$ cat config.mk
export PLATFORM = sky130hd
export DESIGN_NAME = alu_pipelined_ripple
export DESIGN_NICKNAME = d
export VERILOG_FILES = /design/src/rtl/alu_pipelined_ripple.sv
export SDC_FILE = /design/constraint.sdc
export NUM_CORES = 1
export LEC_CHECK = 0
export CORE_MARGIN = 3
export CORE_UTILIZATION = 45
export DETAILED_ROUTE_END_ITERATION = 16
export GPL_TIMING_DRIVEN = 0
export PLACE_DENSITY_LB_ADDON = 0.2
export SYNTH_ARGS = -nofsm -noshare
export SYNTH_HDL_FRONTEND = slang
export SYNTH_SLANG_ARGS = --single-unit
$ cat constraint.sdc
create_clock -name clk -period 4.5 [get_ports clk]
set_clock_uncertainty 0.1 [all_clocks]
set_input_delay 0.9 -clock clk [delete_from_list [all_inputs] [get_ports clk]]
set_output_delay 0.9 -clock clk [all_outputs]
set_load 0.03 [all_outputs]
$ cat src/rtl/alu_pipelined_ripple.sv
// rtl/alu_pipelined_ripple.sv - WIDTH-bit ripple ALU split into SLICE-bit pipeline stages
// Carry is registered between stages; all stages advance together on adv.
module alu_pipelined_ripple #(
  parameter int WIDTH = 32,
  parameter int SLICE = 8
) (
  input  logic             clk,
  input  logic             rst_n,
  input  logic             in_valid,
  output logic             in_ready,
  input  logic [WIDTH-1:0] a,
  input  logic [WIDTH-1:0] b,
  input  logic             carry_in,
  input  logic [3:0]       alu_op,
  output logic             out_valid,
  input  logic             out_ready,
  output logic [WIDTH-1:0] result,
  output logic             carry_out,
  output logic             zero,
  output logic             negative,
  output logic             overflow,
  output logic             illegal_op
);

  localparam int L = WIDTH / SLICE;
  localparam int M = L - 1;

  localparam logic [3:0] OP_AND = 4'b0000;
  localparam logic [3:0] OP_OR  = 4'b0001;
  localparam logic [3:0] OP_ADD = 4'b0010;
  localparam logic [3:0] OP_XOR = 4'b0011;
  localparam logic [3:0] OP_SUB = 4'b0110;
  localparam logic [3:0] OP_SLT = 4'b0111;
  localparam logic [3:0] OP_NOR = 4'b1100;

  logic adv;
  assign adv      = !out_valid || out_ready;
  assign in_ready = adv;

  for (genvar k = 0; k < L; k++) begin : g_st
    logic [WIDTH-1:0] ia, ib, ir, nr;
    logic [3:0]       iop;
    logic             ic, iv, nc;
    logic [SLICE-1:0] sa, sb, bx, res;
    logic [SLICE:0]   sum;

    if (k == 0) begin : g_in
      assign ia  = a;
      assign ib  = b;
      assign ir  = '0;
      assign iop = alu_op;
      assign iv  = in_valid;
      // SUB and SLT form a + ~b + 1, so the first slice starts with carry 1
      always_comb begin
        case (alu_op)
          OP_ADD:         ic = carry_in;
          OP_SUB, OP_SLT: ic = 1'b1;
          default:        ic = 1'b0;
        endcase
      end
    end else begin : g_prev
      assign ia  = g_st[k-1].g_r.ra;
      assign ib  = g_st[k-1].g_r.rb;
      assign ir  = g_st[k-1].g_r.rr;
      assign iop = g_st[k-1].g_r.rop;
      assign iv  = g_st[k-1].g_r.rv;
      assign ic  = g_st[k-1].g_r.rc;
    end

    assign sa  = ia[k*SLICE +: SLICE];
    assign sb  = ib[k*SLICE +: SLICE];
    assign bx  = (iop == OP_ADD) ? sb : ~sb;
    assign sum = {1'b0, sa} + {1'b0, bx} + {{SLICE{1'b0}}, ic};
    assign nc  = sum[SLICE];

    always_comb begin
      case (iop)
        OP_AND:                 res = sa & sb;
        OP_OR:                  res = sa | sb;
        OP_XOR:                 res = sa ^ sb;
        OP_NOR:                 res = ~(sa | sb);
        OP_ADD, OP_SUB, OP_SLT: res = sum[SLICE-1:0];
        default:                res = '0;
      endcase
      nr = ir;
      nr[k*SLICE +: SLICE] = res;
    end

    if (k < L - 1) begin : g_r
      logic [WIDTH-1:0] ra, rb, rr;
      logic [3:0]       rop;
      logic             rc, rv;

      always_ff @(posedge clk or negedge rst_n) begin
        if (!rst_n) begin
          rv  <= 1'b0;
          ra  <= '0;
          rb  <= '0;
          rr  <= '0;
          rop <= '0;
          rc  <= 1'b0;
        end else if (adv) begin
          rv  <= iv;
          ra  <= ia;
          rb  <= ib;
          rr  <= nr;
          rop <= iop;
          rc  <= nc;
        end
      end
    end
  end

  // Last slice holds the MSBs, so sign-related flags are resolved here
  logic msb_a, msb_b, msb_s, ovf;
  assign msb_a = g_st[M].sa[SLICE-1];
  assign msb_b = g_st[M].bx[SLICE-1];
  assign msb_s = g_st[M].sum[SLICE-1];
  assign ovf   = (msb_a == msb_b) && (msb_s != msb_a);

  logic [WIDTH-1:0] fin_r;
  logic             fin_c, fin_v, fin_ill;

  always_comb begin
    fin_r   = g_st[M].nr;
    fin_c   = 1'b0;
    fin_v   = 1'b0;
    fin_ill = 1'b0;
    case (g_st[M].iop)
      OP_AND, OP_OR, OP_XOR, OP_NOR: begin
      end
      OP_ADD, OP_SUB: begin
        fin_c = g_st[M].nc;
        fin_v = ovf;
      end
      OP_SLT: fin_r = {{(WIDTH-1){1'b0}}, msb_s ^ ovf};
      default: begin
        fin_r   = '0;
        fin_ill = 1'b1;
      end
    endcase
  end

  always_ff @(posedge clk or negedge rst_n) begin
    if (!rst_n) begin
      out_valid  <= 1'b0;
      result     <= '0;
      carry_out  <= 1'b0;
      overflow   <= 1'b0;
      illegal_op <= 1'b0;
      zero       <= 1'b0;
      negative   <= 1'b0;
    end else if (adv) begin
      out_valid  <= g_st[M].iv;
      result     <= fin_r;
      carry_out  <= fin_c;
      overflow   <= fin_v;
      illegal_op <= fin_ill;
      zero       <= (fin_r == '0);
      negative   <= fin_r[WIDTH-1];
    end
  end

  logic unused_lsbs;
  assign unused_lsbs = ^{g_st[M].ia, g_st[M].ib};

endmodule

=== Word-level counts from Yosys, hierarchy flattened ===
Cells that the tools add are included.

* Muxes and demuxes: 13
* Eq/ne operators: 26
* Reductions and logical operators: 16
* Add/sub/neg operators: 8
* Bitwise logic cells: 21

{| class="wikitable"
|+ Operator list
! cell !! number
|-
| $pmux 8 s5 || 4
|-
| $not 8->8 || 8
|-
| $pmux 32 s2 || 1
|-
| $add 8x8->9 || 4
|-
| $add 9x1->9 || 4
|-
| $and 8x8->8 || 4
|-
| $eq 4x2->1 const B || 8
|-
| $eq 4x3->1 const B || 8
|-
| $logic_not 32->1 || 1
|-
| $mux 8 || 4
|-
| $or 8x8->8 || 4
|-
| $xor 8x8->8 || 4
|-
| $eq 4x1->1 const B || 4
|-
| $eq 4x4->1 const B || 4
|-
| $logic_not 4->1 || 4
|-
| $reduce_or 3->1 || 4
|-
| $reduce_or 7->1 || 1
|-
| $reduce_or 6->1 || 1
|-
| $reduce_or 2->1 || 2
|-
| $mux 1 || 3
|-
| $pmux 1 s2 || 1
|-
| $eq 1x1->1 || 1
|-
| $logic_and 1x1->1 || 1
|-
| $logic_not 1->1 || 1
|-
| other kinds (3) || 3
|}

* Register bits: 296
* Bits of input ports: 73
* Logic and storage cells: 109
* Output and inout bits: 39

=== Logic depth before layout (Yosys ltp) ===
* Word-level depth: 9
* Mapped depth: 15
* Depth with buffers taken out: 13

=== Worst setup path after synthesis ===
OpenSTA, ideal clock, no wires.

* Path kind: register to register
* From: register g_st[2].g_r.rop[3]
* To: register zero
* Path slack: 0.701 ns
* Stages on the path, launching flop included: 15
* Clock period less this slack: 3.799 ns
* Buffers on the path: 1
* Data required time: 4.278 ns
* Arrival: 3.577 ns
* Library setup time: 0.122 ns
* Cells stage by stage: dfrtp_1 nand2b_1 buf_2 or2_2 nor2_2 xnor2_1 fa_1 inv_1 fa_1 a21o_1 a31o_1 or4_1 a21oi_2 a2111oi_2 a32o_1

* Longest elaborated chain between the ends: 9
* Elaborated cells between the ends (all ways): 19
* Classes of those cells: 2 x add/sub; 8 x eq/ne; 3 x mux; 1 x bitwise; 5 x reduce/logical

{| class="wikitable"
|+ Ends and longest elaborated chain
! element !! RTL line !! source
|-
| start, declared || 91 || <nowiki>logic [3:0] rop;</nowiki>
|-
| start signal, assigned || 107 || <nowiki>rop <= iop;</nowiki>
|-
| $eq 4x2->1 || 72, 77, 129 ||
|-
| $mux 8 || 72 || <nowiki>assign bx = (iop == OP_ADD) ? sb : ~sb;</nowiki>
|-
| $add 8x8->9 || 73 || <nowiki>assign sum = {1'b0, sa} + {1'b0, bx} + {{SLICE{1'b0}}, ic};</nowiki>
|-
| $add 9x1->9 || 73 ||
|-
| $ne 1x1->1 || 119 || <nowiki>assign ovf = (msb_a == msb_b) && (msb_s != msb_a);</nowiki>
|-
| $logic_and 1x1->1 || 119 ||
|-
| $xor 1x1->1 || 136 || <nowiki>OP_SLT: fin_r = {{(WIDTH-1){1'b0}}, msb_s ^ ovf};</nowiki>
|-
| $pmux 32 s2 (*) || 129 || <nowiki>case (g_st[M].iop)</nowiki>
|-
| $logic_not 32->1 (*) || 159 || <nowiki>zero <= (fin_r == '0);</nowiki>
|-
| end signal, assigned || 159 ||
|-
| end, declared || 19 || <nowiki>output logic zero,</nowiki>
|}

Mark *: on every way between the ends. The rest lies on a longest branch, timed or not.
A chain may end at the register's enable or synchronous reset.

=== Final worst setup path ===
* From: input port out_ready
* To: output port in_ready

* Longest elaborated chain between the ends: 1

{| class="wikitable"
|+ Ends and longest elaborated chain
! element !! RTL line !! source
|-
| start, declared || 16 || <nowiki>input logic out_ready,</nowiki>
|-
| $logic_or 1x1->1 || 37 || <nowiki>assign adv = !out_valid || out_ready;</nowiki>
|-
| end, declared || 10 || <nowiki>output logic in_ready,</nowiki>
|}

No other way between the ends.

==> impl_metrics.csv <==
group,metric,value,unit
min_path,hold_path_class,"input port to async pin",
outcome,outcome,"complete, no violations",
floorplan,fp.dieArea,0.0275,sq mm
grt,grt_overflow,0,
logic_synthesis,synthCells,1324,
setup_path,cp_common_cell,"clkdlybuf4s50_1",
layout,final-seq-area,0.00498,sq mm
clocking,numCtsBuffers,17,
drt,drt_iter0_drc,741,
placement,dpl.hpwl,24000,um
timing,report.final.slew_viol_count,0,
placement,portBuffers,111,
setup_path,crit_type,"input port to primary output",
clocking,clockBufferDepth,2,
logic_synthesis,syn_avg_cell_area,8.69,sq um
clocking,clock_sinks,199,
setup_path,crit_slowest_cell,"clkdlybuf4s50_1",
floorplan,rows,57,
layout,multi_input_area,0.00588,sq mm
power_and_ir_drop,max-vdd-ir-drop,0.000363,V
layout,syn_to_final_growth,18.4,%
setup_path,cp-start-kind,"input port",
power_and_ir_drop,powerDensity,690,mW/mm^2
logic_synthesis,synth_warnings,0,
clocking,cts_htree_levels,4,
setup_path,worstPathArrival,3.42,ns
placement,place_congestion,0.931,
timing,setup_viol,0,
floorplan,dieWidth,166,um
timing,hold_viol,0,
layout,utilization,0.551,
clocking,postCtsHoldBufs,0,
layout,drive_above_1_share,0.0436,
setup_path,cpPeakStageDelay,0.74,ns
floorplan,fp.coreArea,0.0247,sq mm
grt,antenna_found_initial,0,
setup_path,path_cells,"clkdlybuf4s50_1, nor2b_1, clkbuf_8, clkinv_1, clkbuf_1, clkbuf_2, clkdlybuf4s50_1",
timing,max_freq,226,MHz
setup_path,r2r-end,"zero",
logic_synthesis,ys_seq_area_frac,0.433,
setup_path,rrSetupSlack,0.29,ns
layout,nFillCells,2299,
drt,post-route-drc-count,0,
timing,post-route-min-period,4.42,ns
clocking,cts_tree,"done",
timing,fin_crit_sh,0.982,
drt,ant_nets,0,
drt,vias_per_cell,5.46,
placement,placedCellCount,1760,
logic_synthesis,ys_seq_elements,199,
clocking,clkLatencyLatePin,0.45,ns
drt,routed_wirelength,32600,um
placement,dpl_cell_area,0.0131,sq mm
power_and_ir_drop,leakagePower,6.38,nW
timing,max_slew.worst_pin.slew,0.934,ns
grt,grt_max_degree,103,
grt,grt_pass1_wl,52400,um
clocking,post_cts_resized,1,
layout,final_area,0.0136,sq mm
layout,fin_nets,1629,
job,maxCapViolations,0,
setup_path,r2r_start,"g_st[2].g_r.rop[3]",
layout,fin_cells,1792,
clocking,cts_root_buffer,"clkbuf_16",
power_and_ir_drop,power,9.40,mW
logic_synthesis,syn_area,0.0115,sq mm
floorplan,start_util,0.465,
floorplan,io_pins,112,
timing,rsz0062_at_grt,"no",
drt,via_count,9782,
grt,grt_pass1_vias,9666,
logic_synthesis,synth_edf_count,0,
logic_synthesis,ys_types,80,
drt,wire_per_inst,18.2,um
logic_synthesis,synth_flop_cell,"dfrtp_1",
setup_path,critPathRequiredTime,3.50,ns
clocking,path_clk_slew,0.08,ns
drt,first_pass_iters,7,
clocking,cts_setup_buffers,0,
layout,n_antenna_cell,0,
floorplan,die_y,166,um
logic_synthesis,async_reset_ff_frac,1.00,
logic_synthesis,synth_nets,1498,
timing,fin_tns_setup,0,ns
setup_path,critPathMaxFanout,10,
grt,grtUsageTotal,0.237,
setup_path,r2r_cells,14,
timing,slew_headroom,0.374,
setup_path,endpoint_kind,"primary output",
[metrics by stage]
stage	hold WS (ns)	setup WS [ns]
finish	0.367	0.0796
global route	0.388	0.0409
CTS	0.371	0.122
detailed placement	0.356	-0.258
global placement	0.343	-5.96
floorplan	0.330	0.701
[worst max-delay path: cells and delay by family]
| family | cells | cell delay (ns) |
|---|---|---|
| and+or+nand+nor | 1 | 0.05 |
| buffers and inverters | 6 | 2.45 |
[registers in the layout, indices dropped and copies added (netlist names)]
register,cells
overflow,1
g_st.g_r.ra,48
g_st.g_r.rop,12
carry_out,1
g_st.g_r.rb,48
out_valid,1
g_st.g_r.rv,3
illegal_op,1
g_st.g_r.rr,48
zero,1
g_st.g_r.rc,3
result,32
[worst max path at each step]
stage | startpoint | endpoint | depth (start not counted)
floorplan | g_st[2].g_r.rop[3] | zero | 14
finish | out_ready | in_ready | 7
global route | out_ready | in_ready | 7
global placement | rst_n | result[13] | 1
CTS | out_ready | in_ready | 7
detailed placement | alu_op[3] | g_st[0].g_r.rc | 14
[synth_stat cells (4+ instances only)]
| cell type | count | share of area |
|---|---|---|
| o21a_1 | 9 | 0.0059 |
| and2_1 | 6 | 0.0033 |
| ha_1 | 93 | 0.10 |
| inv_1 | 87 | 0.028 |
| a22o_1 | 7 | 0.0053 |
| xnor2_1 | 43 | 0.033 |
| o21bai_1 | 5 | 0.0033 |
| nand3_1 | 7 | 0.0030 |
| fa_1 | 8 | 0.014 |
| a2bb2oi_1 | 7 | 0.0053 |
| nor2b_1 | 7 | 0.0038 |
| a31oi_1 | 5 | 0.0027 |
| a21boi_0 | 4 | 0.0026 |
| a21oi_1 | 44 | 0.019 |
| and3_1 | 5 | 0.0027 |
| o21ai_0 | 118 | 0.051 |
| nor3b_1 | 4 | 0.0026 |
| a22oi_1 | 24 | 0.016 |
| nand2_1 | 384 | 0.13 |
| dfrtp_1 | 199 | 0.43 |
| o31ai_1 | 4 | 0.0026 |
| mux2i_1 | 6 | 0.0052 |
| nor4_1 | 6 | 0.0033 |
| o22ai_1 | 11 | 0.0060 |
| nor2_1 | 46 | 0.015 |
| clkbuf_1 | 54 | 0.018 |
| a21o_1 | 9 | 0.0059 |
| or3_1 | 5 | 0.0027 |
| nand2b_1 | 5 | 0.0027 |
| buf_1 | 5 | 0.0016 |
| o221ai_1 | 6 | 0.0046 |
| a221oi_1 | 8 | 0.0061 |
| nor3_1 | 12 | 0.0052 |
| o211ai_1 | 5 | 0.0033 |
| o22a_1 | 4 | 0.0030 |
[cells in the final DEF, fill, tap and decap left out, drive strengths merged, types with 5 or more instances in the layout]
| cell type | count |
|---|---|
| clkinv | 5 |
| fa | 8 |
| nor2b | 8 |
| a31oi | 5 |
| nand3 | 7 |
| inv | 96 |
| and2 | 8 |
| nor2 | 48 |
| a21oi | 45 |
| nor4 | 7 |
| a221oi | 8 |
| a22o | 7 |
| o211ai | 5 |
| o221ai | 6 |
| a22oi | 24 |
| buf | 13 |
| nand2b | 5 |
| nand2 | 384 |
| dfrtp | 199 |
| ha | 93 |
| mux2i | 6 |
| clkbuf | 78 |
| o22ai | 11 |
| or3 | 5 |
| and3 | 5 |
| a21o | 10 |
| xnor2 | 43 |
| clkdlybuf4s50 | 110 |
| a2bb2oi | 7 |
| o21a | 9 |
| nor3 | 12 |
| o21bai | 5 |
| o21ai | 120 |
[logic make-up (layout without fill, tap and decap cells)]
family                     Yosys count  count (layout)  synth area share
and+or+nand+nor                    512             512             0.188
AOI/OAI and AO/OA                  300             300             0.167
DFF                                199             199             0.433
buffers and inverters              160             304            0.0571
adders and majority gates          101             101             0.115
xor gates and xnor gates            44              44            0.0335
muxes                                8               8           0.00750
[report_power, final]
| part | total (mW) | leakage [nW] | internal, mW | switching, mW |
|---|---|---|---|---|
| sequential | 2.93 | 2.51 | 2.43 | 0.493 |
| combinational | 4.99 | 3.60 | 1.98 | 3.01 |
| clock | 1.48 | 0.269 | 0.741 | 0.742 |
| total | 9.40 | 6.38 | 5.15 | 4.25 |
[per-layer routing]
| metal | part of all wire | GRT usage |
|---|---|---|
| met5 | 0 | 0 |
| met4 | 0.036 | 0.0908 |
| met3 | 0.060 | 0.0364 |
| met2 | 0.47 | 0.388 |
| met1 | 0.44 | 0.319 |
[area by class of cell]
cell class | instances | share of cell area
Sequential cell | 199 | 0.365
Timing Repair Buffer | 112 | 0.0839
Clock inverter | 13 | 0.00826
Buffer | 70 | 0.0236
Clock buffer | 19 | 0.0325
Inverter | 90 | 0.0248
Multi-Input combinational cell | 965 | 0.432
Tap cell | 324 | 0.0297
(Power assumes the default switching activity.)
